File: src/rtl/imm_decode_pipe.sv
// imm_decode_pipe: pipelined RV32I/RV64I immediate decoder.
//   Decodes the immediate format and value of inst_i combinationally, then
//   carries {imm, fmt, illegal, tag} through PIPE_STAGES register stages
//   with valid/ready handshaking and a synchronous flush.
// Parameters: XLEN (32|64), PIPE_STAGES (1|2), TAG_W (sideband tag width).
// Ports:
//   clk_i, rst_ni          clock, asynchronous active-low reset
//   flush_i                kill all in-flight entries on the next edge
//   valid_i/ready_o        upstream handshake (ready_o combinational from ready_i)
//   inst_i, tag_i          instruction word and sideband tag
//   valid_o/ready_i        downstream handshake
//   imm_o, fmt_o           decoded immediate and format code
//   illegal_o              malformed shift-immediate encoding
//   tag_o                  tag aligned with imm_o
// Optional feature macro: IMMGEN_CSR_ZIMM_EN (CSR zimm decoding on SYSTEM).
module imm_decode_pipe #(
    parameter int unsigned XLEN        = 32,
    parameter int unsigned PIPE_STAGES = 1,
    parameter int unsigned TAG_W       = 32
) (
    input  logic             clk_i,
    input  logic             rst_ni,
    input  logic             flush_i,
    input  logic             valid_i,
    output logic             ready_o,
    input  logic [31:0]      inst_i,
    input  logic [TAG_W-1:0] tag_i,
    output logic             valid_o,
    input  logic             ready_i,
    output logic [XLEN-1:0]  imm_o,
    output logic [2:0]       fmt_o,
    output logic             illegal_o,
    output logic [TAG_W-1:0] tag_o
);

    localparam int unsigned FMT_W = 3;
    localparam int unsigned LAST  = PIPE_STAGES - 1;

    localparam logic [FMT_W-1:0] FMT_NONE  = 3'd0;
    localparam logic [FMT_W-1:0] FMT_I     = 3'd1;
    localparam logic [FMT_W-1:0] FMT_S     = 3'd2;
    localparam logic [FMT_W-1:0] FMT_B     = 3'd3;
    localparam logic [FMT_W-1:0] FMT_U     = 3'd4;
    localparam logic [FMT_W-1:0] FMT_J     = 3'd5;
    localparam logic [FMT_W-1:0] FMT_Z     = 3'd6;
    localparam logic [FMT_W-1:0] FMT_SHAMT = 3'd7;

    localparam logic [6:0] OPC_LOAD   = 7'b0000011;
    localparam logic [6:0] OPC_OP_IMM = 7'b0010011;
    localparam logic [6:0] OPC_AUIPC  = 7'b0010111;
    localparam logic [6:0] OPC_STORE  = 7'b0100011;
    localparam logic [6:0] OPC_LUI    = 7'b0110111;
    localparam logic [6:0] OPC_BRANCH = 7'b1100011;
    localparam logic [6:0] OPC_JALR   = 7'b1100111;
    localparam logic [6:0] OPC_JAL    = 7'b1101111;
`ifdef IMMGEN_CSR_ZIMM_EN
    localparam logic [6:0] OPC_SYSTEM = 7'b1110011;
`endif

    logic [6:0]       opcode;
    logic [2:0]       funct3;
    logic [XLEN-1:0]  imm_i, imm_s, imm_b, imm_u, imm_j, imm_sh;
    logic             sh_ill;
    logic [XLEN-1:0]  dec_imm;
    logic [FMT_W-1:0] dec_fmt;
    logic             dec_ill;

    assign opcode = inst_i[6:0];
    assign funct3 = inst_i[14:12];

    // Sign-extended candidates; the signed cast replicates inst[31].
    assign imm_i = XLEN'($signed(inst_i[31:20]));
    assign imm_s = XLEN'($signed({inst_i[31:25], inst_i[11:7]}));
    assign imm_b = XLEN'($signed({inst_i[31], inst_i[7], inst_i[30:25], inst_i[11:8], 1'b0}));
    assign imm_u = XLEN'($signed({inst_i[31:12], 12'b0}));
    assign imm_j = XLEN'($signed({inst_i[31], inst_i[19:12], inst_i[20], inst_i[30:21], 1'b0}));

    // Shift amount width and the legal upper-bit patterns depend on XLEN.
    always_comb begin
        imm_sh = '0;
        sh_ill = 1'b0;
        if (XLEN == 64) begin
            imm_sh = XLEN'(inst_i[25:20]);
            sh_ill = !((inst_i[31:26] == 6'b000000) ||
                       ((funct3 == 3'b101) && (inst_i[31:26] == 6'b010000)));
        end else begin
            imm_sh = XLEN'(inst_i[24:20]);
            sh_ill = !((inst_i[31:25] == 7'b0000000) ||
                       ((funct3 == 3'b101) && (inst_i[31:25] == 7'b0100000)));
        end
    end

    // Opcode-driven format/immediate select.
    always_comb begin
        dec_imm = '0;
        dec_fmt = FMT_NONE;
        dec_ill = 1'b0;
        case (opcode)
            OPC_LOAD, OPC_JALR: begin
                dec_fmt = FMT_I;
                dec_imm = imm_i;
            end
            OPC_OP_IMM: begin
                if ((funct3 == 3'b001) || (funct3 == 3'b101)) begin
                    dec_fmt = FMT_SHAMT;
                    dec_imm = imm_sh;
                    dec_ill = sh_ill;
                end else begin
                    dec_fmt = FMT_I;
                    dec_imm = imm_i;
                end
            end
            OPC_STORE: begin
                dec_fmt = FMT_S;
                dec_imm = imm_s;
            end
            OPC_BRANCH: begin
                dec_fmt = FMT_B;
                dec_imm = imm_b;
            end
            OPC_JAL: begin
                dec_fmt = FMT_J;
                dec_imm = imm_j;
            end
            OPC_LUI, OPC_AUIPC: begin
                dec_fmt = FMT_U;
                dec_imm = imm_u;
            end
`ifdef IMMGEN_CSR_ZIMM_EN
            OPC_SYSTEM: begin
                if (funct3[2]) begin
                    dec_fmt = FMT_Z;
                    dec_imm = XLEN'(inst_i[19:15]);
                end
            end
`endif
            default: ;
        endcase
    end

    logic [PIPE_STAGES-1:0] valid_q, valid_d, in_valid, stage_ready;
    logic [XLEN-1:0]        imm_q [PIPE_STAGES];
    logic [XLEN-1:0]        imm_d [PIPE_STAGES];
    logic [XLEN-1:0]        in_imm [PIPE_STAGES];
    logic [FMT_W-1:0]       fmt_q [PIPE_STAGES];
    logic [FMT_W-1:0]       fmt_d [PIPE_STAGES];
    logic [FMT_W-1:0]       in_fmt [PIPE_STAGES];
    logic [PIPE_STAGES-1:0] ill_q, ill_d, in_ill;
    logic [TAG_W-1:0]       tag_q [PIPE_STAGES];
    logic [TAG_W-1:0]       tag_d [PIPE_STAGES];
    logic [TAG_W-1:0]       in_tag [PIPE_STAGES];
    logic                   chain_ready;

    // Stage chaining: each stage takes from its predecessor when it is empty
    // or its successor accepts; the ready chain runs back from ready_i.
    always_comb begin
        in_valid    = '0;
        in_ill      = '0;
        in_imm      = '{default: '0};
        in_fmt      = '{default: '0};
        in_tag      = '{default: '0};
        in_valid[0] = valid_i;
        in_imm[0]   = dec_imm;
        in_fmt[0]   = dec_fmt;
        in_ill[0]   = dec_ill;
        in_tag[0]   = tag_i;
        for (int unsigned s = 1; s < PIPE_STAGES; s++) begin
            in_valid[s] = valid_q[s-1];
            in_imm[s]   = imm_q[s-1];
            in_fmt[s]   = fmt_q[s-1];
            in_ill[s]   = ill_q[s-1];
            in_tag[s]   = tag_q[s-1];
        end

        stage_ready = '0;
        chain_ready = ready_i;
        for (int s = int'(PIPE_STAGES) - 1; s >= 0; s--) begin
            stage_ready[s] = ~valid_q[s] | chain_ready;
            chain_ready    = stage_ready[s];
        end

        valid_d = valid_q;
        imm_d   = imm_q;
        fmt_d   = fmt_q;
        ill_d   = ill_q;
        tag_d   = tag_q;
        for (int unsigned s = 0; s < PIPE_STAGES; s++) begin
            if (stage_ready[s]) begin
                valid_d[s] = in_valid[s];
                // Data only loads with a valid entry so held outputs stay stable.
                if (in_valid[s]) begin
                    imm_d[s] = in_imm[s];
                    fmt_d[s] = in_fmt[s];
                    ill_d[s] = in_ill[s];
                    tag_d[s] = in_tag[s];
                end
            end
        end

        // Flush wins over any same-cycle transfer; data registers keep their contents.
        if (flush_i) begin
            valid_d = '0;
        end
    end

    // Pipeline registers.
    always_ff @(posedge clk_i or negedge rst_ni) begin
        if (!rst_ni) begin
            valid_q <= '0;
            ill_q   <= '0;
            imm_q   <= '{default: '0};
            fmt_q   <= '{default: '0};
            tag_q   <= '{default: '0};
        end else begin
            valid_q <= valid_d;
            ill_q   <= ill_d;
            imm_q   <= imm_d;
            fmt_q   <= fmt_d;
            tag_q   <= tag_d;
        end
    end

    assign ready_o   = stage_ready[0];
    assign valid_o   = valid_q[LAST];
    assign imm_o     = imm_q[LAST];
    assign fmt_o     = fmt_q[LAST];
    assign illegal_o = ill_q[LAST];
    assign tag_o     = tag_q[LAST];

endmodule

File: config.mk
export PLATFORM = sky130hd
export DESIGN_NAME = imm_decode_pipe
export DESIGN_NICKNAME = d
export VERILOG_FILES = /design/src/rtl/imm_decode_pipe.sv
export SDC_FILE = /design/constraint.sdc
export NUM_CORES = 1
export LEC_CHECK = 0
export ABC_AREA = 1
export BUFFER_PORTS_ARGS = -buffer_cell sky130_fd_sc_hd__buf_2
export CAP_MARGIN = 20
export CORE_UTILIZATION = 35
export DETAILED_ROUTE_END_ITERATION = 16
export HOLD_SLACK_MARGIN = 0.08
export PLACE_DENSITY = 0.7
export SLEW_MARGIN = 10
export SYNTH_ARGS = -nofsm -noshare
export SYNTH_HDL_FRONTEND = slang
export SYNTH_SLANG_ARGS = --single-unit
File: constraint.sdc
create_clock -name clk_i -period 2.4 [get_ports clk_i]
set_clock_uncertainty 0.2 [all_clocks]
set_input_delay 0.24 -clock clk_i [delete_from_list [all_inputs] [get_ports clk_i]]
set_output_delay 0.24 -clock clk_i [all_outputs]
set_load 0.02 [all_outputs]
==> metrics.md, run 1 <==
| Metric | Value |
|---|---|
| Maximum VDD drop | 0.0003302 V |
| H-tree levels | 3 |
| Die Span Y | 103.0 um |
| # rows | 36 |
| Seq/Total Area, Yosys | 48.32% |
| CP Class | register to register |
| PD cells | 571.9 nW/um^2 |
| TritonCTS buffer count | 9 |
| Die area | 10620 sq um |
| Initial core utilization | 36.39% |
| Crit path capture type | register |
| Fillers | 988 |
| Die W | 103.0 um |
| Unrepaired setup endpoints after global routing | no |
| Post-Syn Instances | 485 |
| Most frequent CP cell | nand2_1 |
| Synth cell types | 20 |
| DRC violation total after the first TritonRoute iteration | 179 |
| Post-synthesis average cell area | 7.368 sq um |
| TritonRoute pass-1 iters | 4 |
| Fin. Hold Viols | 0 |
| CP Cell Sequence | nand2_1 -> nand2_2 -> inv_2 -> buf_4 -> o21ai_0 -> nand2_1 |
| Core area | 9819 sq um |
| Sw power | 0.8046 mW |
| Multi-input gate area | 1608 sq um |
| Reg power frac | 45.3% |
| Total Power | 2.821 mW |
| First-pass GRT wire length | 15870 um |
| Final Max Slew Viols | 0 |
| HPWL after DPL | 7073 um |
| Fmax | 600.0 MHz |
| Area grow syn2layout | 38.06% |
| Clock transition at the registers of the reported paths | 0.07 ns |
| Vias | 3790 |
| Pint | 2.017 mW |
| Vias/cell | 4.804 |
| Period utilisation layout | 69.44% |
| Crit path max fanout | 30 |
| GP Congestion | 0.8842 |
| Final ANT Viol Nets | 0 |
| Leakage power | 2.901 nW |
| Final nets | 720 |
| Buffer depth of the longest clock path | 2 |
| Setup TNS | 0 ns |
| Root buf cell | clkbuf_8 |
| Sink Count | 69 |
| Worst-margin pin slew | 0.6662 ns |
| Boundary pin count | 139 |
| Number of remaining DRC errors | 0 |
| Number of global-route vias before repair | 3365 |
| Cts repair resizes | 0 |
| Synth Cell Area | 3573 sq um |
| Post-Syn Nets | 554 |
| Max Cap Viol | 0 |
| Largest net degree at the start of global routing | 69 |
| Register area | 1727 sq um |
| Worst Hold Class | primary input to register |
| Setup violators final | 0 |
| Status | complete, no violations |
| N_diodes | 0 |
| Switching share of power | 28.52% |
| Total wire length | 10460 um |
| Final min period | 1.667 ns |
| Yosys reg bits | 69 |
| Total global-route track usage | 19.62% |
| Grt total ovfl | 0 |
| Setup crit start kind | register |
| Layout cell share with drive strength beyond 1 | 26.22% |
| Crit path max-delay cell type | dfrtp_1 |
| Crit path largest cell delay | 0.38 ns |
| CTS tree | yes |
| Gate power share | 18.8% |
| Slew margin rel. | 55.24% |
| Initial antenna violation count | 0 |
| Clk network pwr share | 35.9% |
| WL/cell | 13.25 um |
| Crit path required time | 2.48 ns |
| Worst path arrival time | 1.75 ns |
| Clk_lat worst skew | 0.34 ns |
| Ys Warns | 0 |
| # port buffers | 138 |
-- worst max-delay path, delay by kind of cell, from the launching register on --
| family | cells | cell delay [ns] |
|---|---|---|
| DFF | 1 | 0.38 |
| buffers and inverters | 2 | 0.65 |
| and+or+nand+nor | 3 | 0.26 |
| AOI/OAI and AO/OA | 1 | 0.11 |
-- Yosys cell counts (all sizes together) --
cell	n	share of area, %
buf	25	4.7
nand3	92	13
nand4	7	1.2
nor3	1	0.14
a21oi	2	0.28
clkbuf	8	0.84
dfrtp	69	48
nor4	1	0.18
nand2	224	24
nor2	11	1.6
inv	12	1.3
o21ai	33	4.6
-- state kept, by name (all words and copies together) (netlist names) --
| signal | flops |
|---|---|
| imm_o | 32 |
| tag_o | 32 |
| fmt_o | 3 |
| illegal_o | 1 |
| valid_o | 1 |
-- cell families after synthesis --
family,after synthesis,synth area share (%)
AOI/OAI and AO/OA,35,4.902
buffers and inverters,45,6.758
and+or+nand+nor,336,40.02
DFF,69,48.32
-- path summary, 6_finish.rpt --
path / from / endpoint / slack (ns) / cells after the start
max: valid_o$_DFFE_PN0P_ / imm_o[14]$_DFFE_PN0P_ / 0.73 / 6
min: inst_i[19] / imm_o[19]$_DFFE_PN0P_ / 0.10 / 5
max in group asynchronous: rst_ni / imm_o[21]$_DFFE_PN0P_ / 1.10 / 3
min in group asynchronous: rst_ni / tag_o[25]$_DFFE_PN0P_ / 0.25 / 2
max reg2reg: valid_o$_DFFE_PN0P_ / imm_o[14]$_DFFE_PN0P_ / 0.73 / 6
min reg2reg: tag_o[0]$_DFFE_PN0P_ / tag_o[0]$_DFFE_PN0P_ / 0.28 / 2
-- cells in the final DEF (no fill, tap or decap) --
master	Yosys	layout
dfrtp_1	69	69
buf_2	16	138
nor3_1	1	1
a21oi_1	2	2
nand3_1	91	91
clkbuf_8	0	9
inv_2	1	2
inv_1	11	10
clkinv_2	0	3
nand2_1	220	219
nand2_2	4	5
nand3_2	1	1
buf_4	4	8
nor2_4	2	2
clkbuf_1	8	2
nand4_1	7	7
nor4_1	1	1
bufinv_16	0	2
nor2_1	8	8
nor2_2	1	1
o21ai_0	22	22
o21ai_1	11	11
buf_12	0	1
dlygate4sd3_1	0	41
-- what timing repair did --
item                      in CTS  in global routing
setup buffers                  0                  0
hold buffers                  41                  0
hold endpoints to repair      65                  0
-- metrics by stage --
stage | cells | utilization, % | setup WS (ns) | area, sq um | hold WS (ns)
after floorplan | 485 | - | 0.7388 | 3573 | -0.2556
after global placement | 732 | 43.96 | 0.5461 | 4317 | 0.08424
after detailed placement | 732 | 43.96 | 0.4177 | 4317 | 0.09285
after CTS | 789 | 50.24 | 0.7227 | 4933 | 0.08939
after global routing | 789 | 50.24 | 0.5545 | 4933 | 0.1262
final | 789 | 50.24 | 0.7334 | 4933 | 0.1005
-- power by group through the flow --
stage                     clock, mW  combinational (mW)  sequential (mW)
final                          1.01               0.529             1.28
after floorplan                   0               0.161             1.40
after CTS                      1.05               0.530             1.28
after detailed placement          0               0.478             1.30
after global placement            0               0.471             1.30
after global routing           1.09               0.586             1.29
-- routing by layer --
layer	wire length, um	vias to the layer above	global-route usage, %
met4	170	0	6.934
met5	0	-	0
met3	598	15	4.203
met2	4890	122	32.56
met1	4797	1755	25.29
li1	-	1898	-
-- area by class of cell --
type / count / area share (%)
Timing Repair Buffer: 188 / 23.94
Multi-Input combinational cell: 371 / 32.59
Clock inverter: 5 / 1.522
Clock buffer: 11 / 2.663
Sequential cell: 69 / 35.00
Inverter: 12 / 0.9130
Tap cell: 133 / 3.373
No activity file was read; power rests on OpenSTA's default activity.
==> run 2, diff against run 1 <==
--- a/config.mk
+++ b/config.mk
@@ -11,7 +11,7 @@
 export CORE_UTILIZATION = 35
 export DETAILED_ROUTE_END_ITERATION = 16
 export HOLD_SLACK_MARGIN = 0.08
-export PLACE_DENSITY = 0.7
+export PLACE_DENSITY = 0.72
 export SLEW_MARGIN = 10
 export SYNTH_ARGS = -nofsm -noshare
 export SYNTH_HDL_FRONTEND = slang
==> constraint.sdc (replaced) <==
create_clock -name clk_i -period 1.5 [get_ports clk_i]
set_clock_uncertainty 0.2 [all_clocks]
set_input_delay 0.15 -clock clk_i [delete_from_list [all_inputs] [get_ports clk_i]]
set_output_delay 0.15 -clock clk_i [all_outputs]
set_load 0.02 [all_outputs]
==> run 2 against run 1 <==
- register-to-register slack got worse by 0.64 ns
- highest routed layer unchanged
- utilization increased by 4.1 points
- cell area increased by 8.2%
==> metrics.md, run 2 (same netlist as run 1, synthesis figures left out) <==
| Metric | Value |
|---|---|
| HPWL after DPL | 7370 um (+4.2%) |
| Worst path arrival time | 1.43 ns (-0.32 ns) |
| Max Cap Viol | 0 (unchanged) |
| Cts repair resizes | 0 (unchanged) |
| Status | complete, no violations |
| Fin. Hold Viols | 0 (unchanged) |
| Fmax | 712.1 MHz (+19%) |
| Commonest cells after routing, fill and taps aside | nand2_1, buf_2, nand3_1 |
| Core area | 9819 sq um (unchanged) |
| Buffer depth of the longest clock path | 2 (unchanged) |
| CP Class | register to register |
| Crit path capture type | register |
| Final min period | 1.404 ns (-0.2624 ns) |
| Final nets | 753 (+4.6%) |
| CTS tree | yes |
| Setup crit start kind | register |
| Boundary pin count | 139 (unchanged) |
| Initial core utilization | 36.39% (unchanged) |
| Setup violators final | 0 (unchanged) |
| Area grow syn2layout | 49.40% |
| Vias | 3968 (+4.7%) |
| Vias/cell | 4.827 (+0.49%) |
| Crit path max fanout | 3 (-90%) |
| Maximum VDD drop | 0.0005136 V (+56%) |
| Number of remaining DRC errors | 0 (unchanged) |
| TritonCTS buffer count | 9 (unchanged) |
| Number of global-route vias before repair | 3566 (+6.0%) |
| Sink Count | 69 (unchanged) |
| Final core occ | 54.37% (+4.1 points) |
| Period utilisation layout | 93.62% (+24 points) |
| Worst-margin pin slew | 0.6026 ns (-0.06359 ns) |
| Total wire length | 11030 um (+5.5%) |
| PD cells | 907.6 nW/um^2 (+59%) |
| Crit path required time | 1.52 ns (-0.96 ns) |
| Crit path max-delay cell type | dlygate4sd3_1 |
| First-pass GRT wire length | 16810 um (+5.9%) |
| Crit path largest cell delay | 0.55 ns (+0.17 ns) |
| GP Congestion | 0.8760 (-0.93%) |
| Final ANT Viol Nets | 0 (unchanged) |
| Die W | 103.0 um (unchanged) |
| Layout cell share with drive strength beyond 1 | 27.72% (+1.5 points) |
| Fillers | 898 (-9.1%) |
| TritonRoute pass-1 iters | 5 (+1) |
| # rows | 36 (unchanged) |
| Largest net degree at the start of global routing | 69 (unchanged) |
| Leakage power | 3.088 nW (+6.4%) |
| Grt total ovfl | 0 (unchanged) |
| WHS | 0.1178 ns (+0.01726 ns) |
| N_diodes | 0 (unchanged) |
| Die Span Y | 103.0 um (unchanged) |
| Setup TNS | 0 ns (unchanged) |
| Clk_lat worst skew | 0.34 ns (about the same) |
| Total global-route track usage | 20.72% (+1.1 points) |
| Root buf cell | clkbuf_8 |
| Register area | 1728 sq um (about the same) |
| Die area | 10620 sq um (unchanged) |
| Slew margin rel. | 59.78% (+4.5 points) |
| Initial antenna violation count | 0 (unchanged) |
| WL/cell | 13.41 um (+1.2%) |
| Final Max Slew Viols | 0 (unchanged) |
| H-tree levels | 3 (unchanged) |
| Multi-input gate area | 1615 sq um (+0.47%) |
| # port buffers | 138 (unchanged) |
| Clock transition at the registers of the reported paths | 0.07 ns (about the same) |
| CP Cell Sequence | nand2_4 -> a21oi_1 -> dlygate4sd3_1 |
| DRC violation total after the first TritonRoute iteration | 332 (+85%) |
| Most common cell after layout, fill and taps aside | nand2_1 |
| Unrepaired setup endpoints after global routing | no |
| Worst Hold Class | primary input to register |
==> run 2: area by class of cell <==
cell class / count / area share (%)
tap: 133 / 3.117
multi-input combinational: 371 / 30.26
sequential: 69 / 32.36
inverter: 12 / 0.8437
timing repair buffer: 221 / 28.78
clock inverter: 6 / 2.062
clock buffer: 10 / 2.578
==> run 2: path summary, 6_finish.rpt <==
path / start / to / slack (ns) / cells past startpoint
worst max-delay path: valid_o$_DFFE_PN0P_ / valid_o$_DFFE_PN0P_ / 0.1 / 3
worst min-delay path: inst_i[25] / imm_o[5]$_DFFE_PN0P_ / 0.12 / 5
worst max register to register: valid_o$_DFFE_PN0P_ / valid_o$_DFFE_PN0P_ / 0.1 / 3
worst min register to register: illegal_o$_DFFE_PN0P_ / illegal_o$_DFFE_PN0P_ / 0.28 / 2
max in group asynchronous: rst_ni / valid_o$_DFFE_PN0P_ / 0.51 / 3
min in group asynchronous: rst_ni / tag_o[4]$_DFFE_PN0P_ / 0.19 / 3
==> run 2: through the flow <==
step	total power, mW	area (sq um)	setup WS (ns)	instances
2_1_floorplan	2.502	3583	-0.002158	485
3_3_place_gp	2.860	4501	-0.01342	747
3_5_place_dp	2.883	4501	-0.03956	747
4_1_cts	4.890	5339	0.09101	822
5_1_grt	5.067	5339	0.05162	822
6_report	4.845	5339	0.09577	822
==> run 2: worst max-delay path: cells and delay by family, from the launching register on <==
| family | cells | cell delay, ns |
|---|---|---|
| AND/OR/NAND/NOR | 1 | 0.07 |
| buffers and inverters | 1 | 0.55 |
| flip-flops | 1 | 0.42 |
| AO/OA/AOI/OAI | 1 | 0.06 |
==> run 2: report_power, final <==
group	switching [mW]	leakage [nW]	internal, mW	total (mW)
sequential	0.0649	0.902	1.98	2.05
combinational	0.554	2.07	0.369	0.923
clock	0.727	0.119	1.15	1.87
total	1.35	3.09	3.50	4.85
==> run 2: layer usage <==
layer / part of all wire [%] / routed length [um] / vias up / track usage (%)
met5: 0 / 0 / - / 0
met2: 48 / 5294 / 149 / 34.31
met4: 2.0 / 226 / 0 / 9.317
li1: - / - / 1968 / -
met1: 44 / 4810 / 1834 / 26.63
met3: 6.3 / 695 / 17 / 3.390
==> run 2: repair_timing <==
action | 4_1_cts | 5_1_grt
hold buffers | 59 | 0
setup buffers | 0 | 0
hold endpoints to repair | 127 | 0
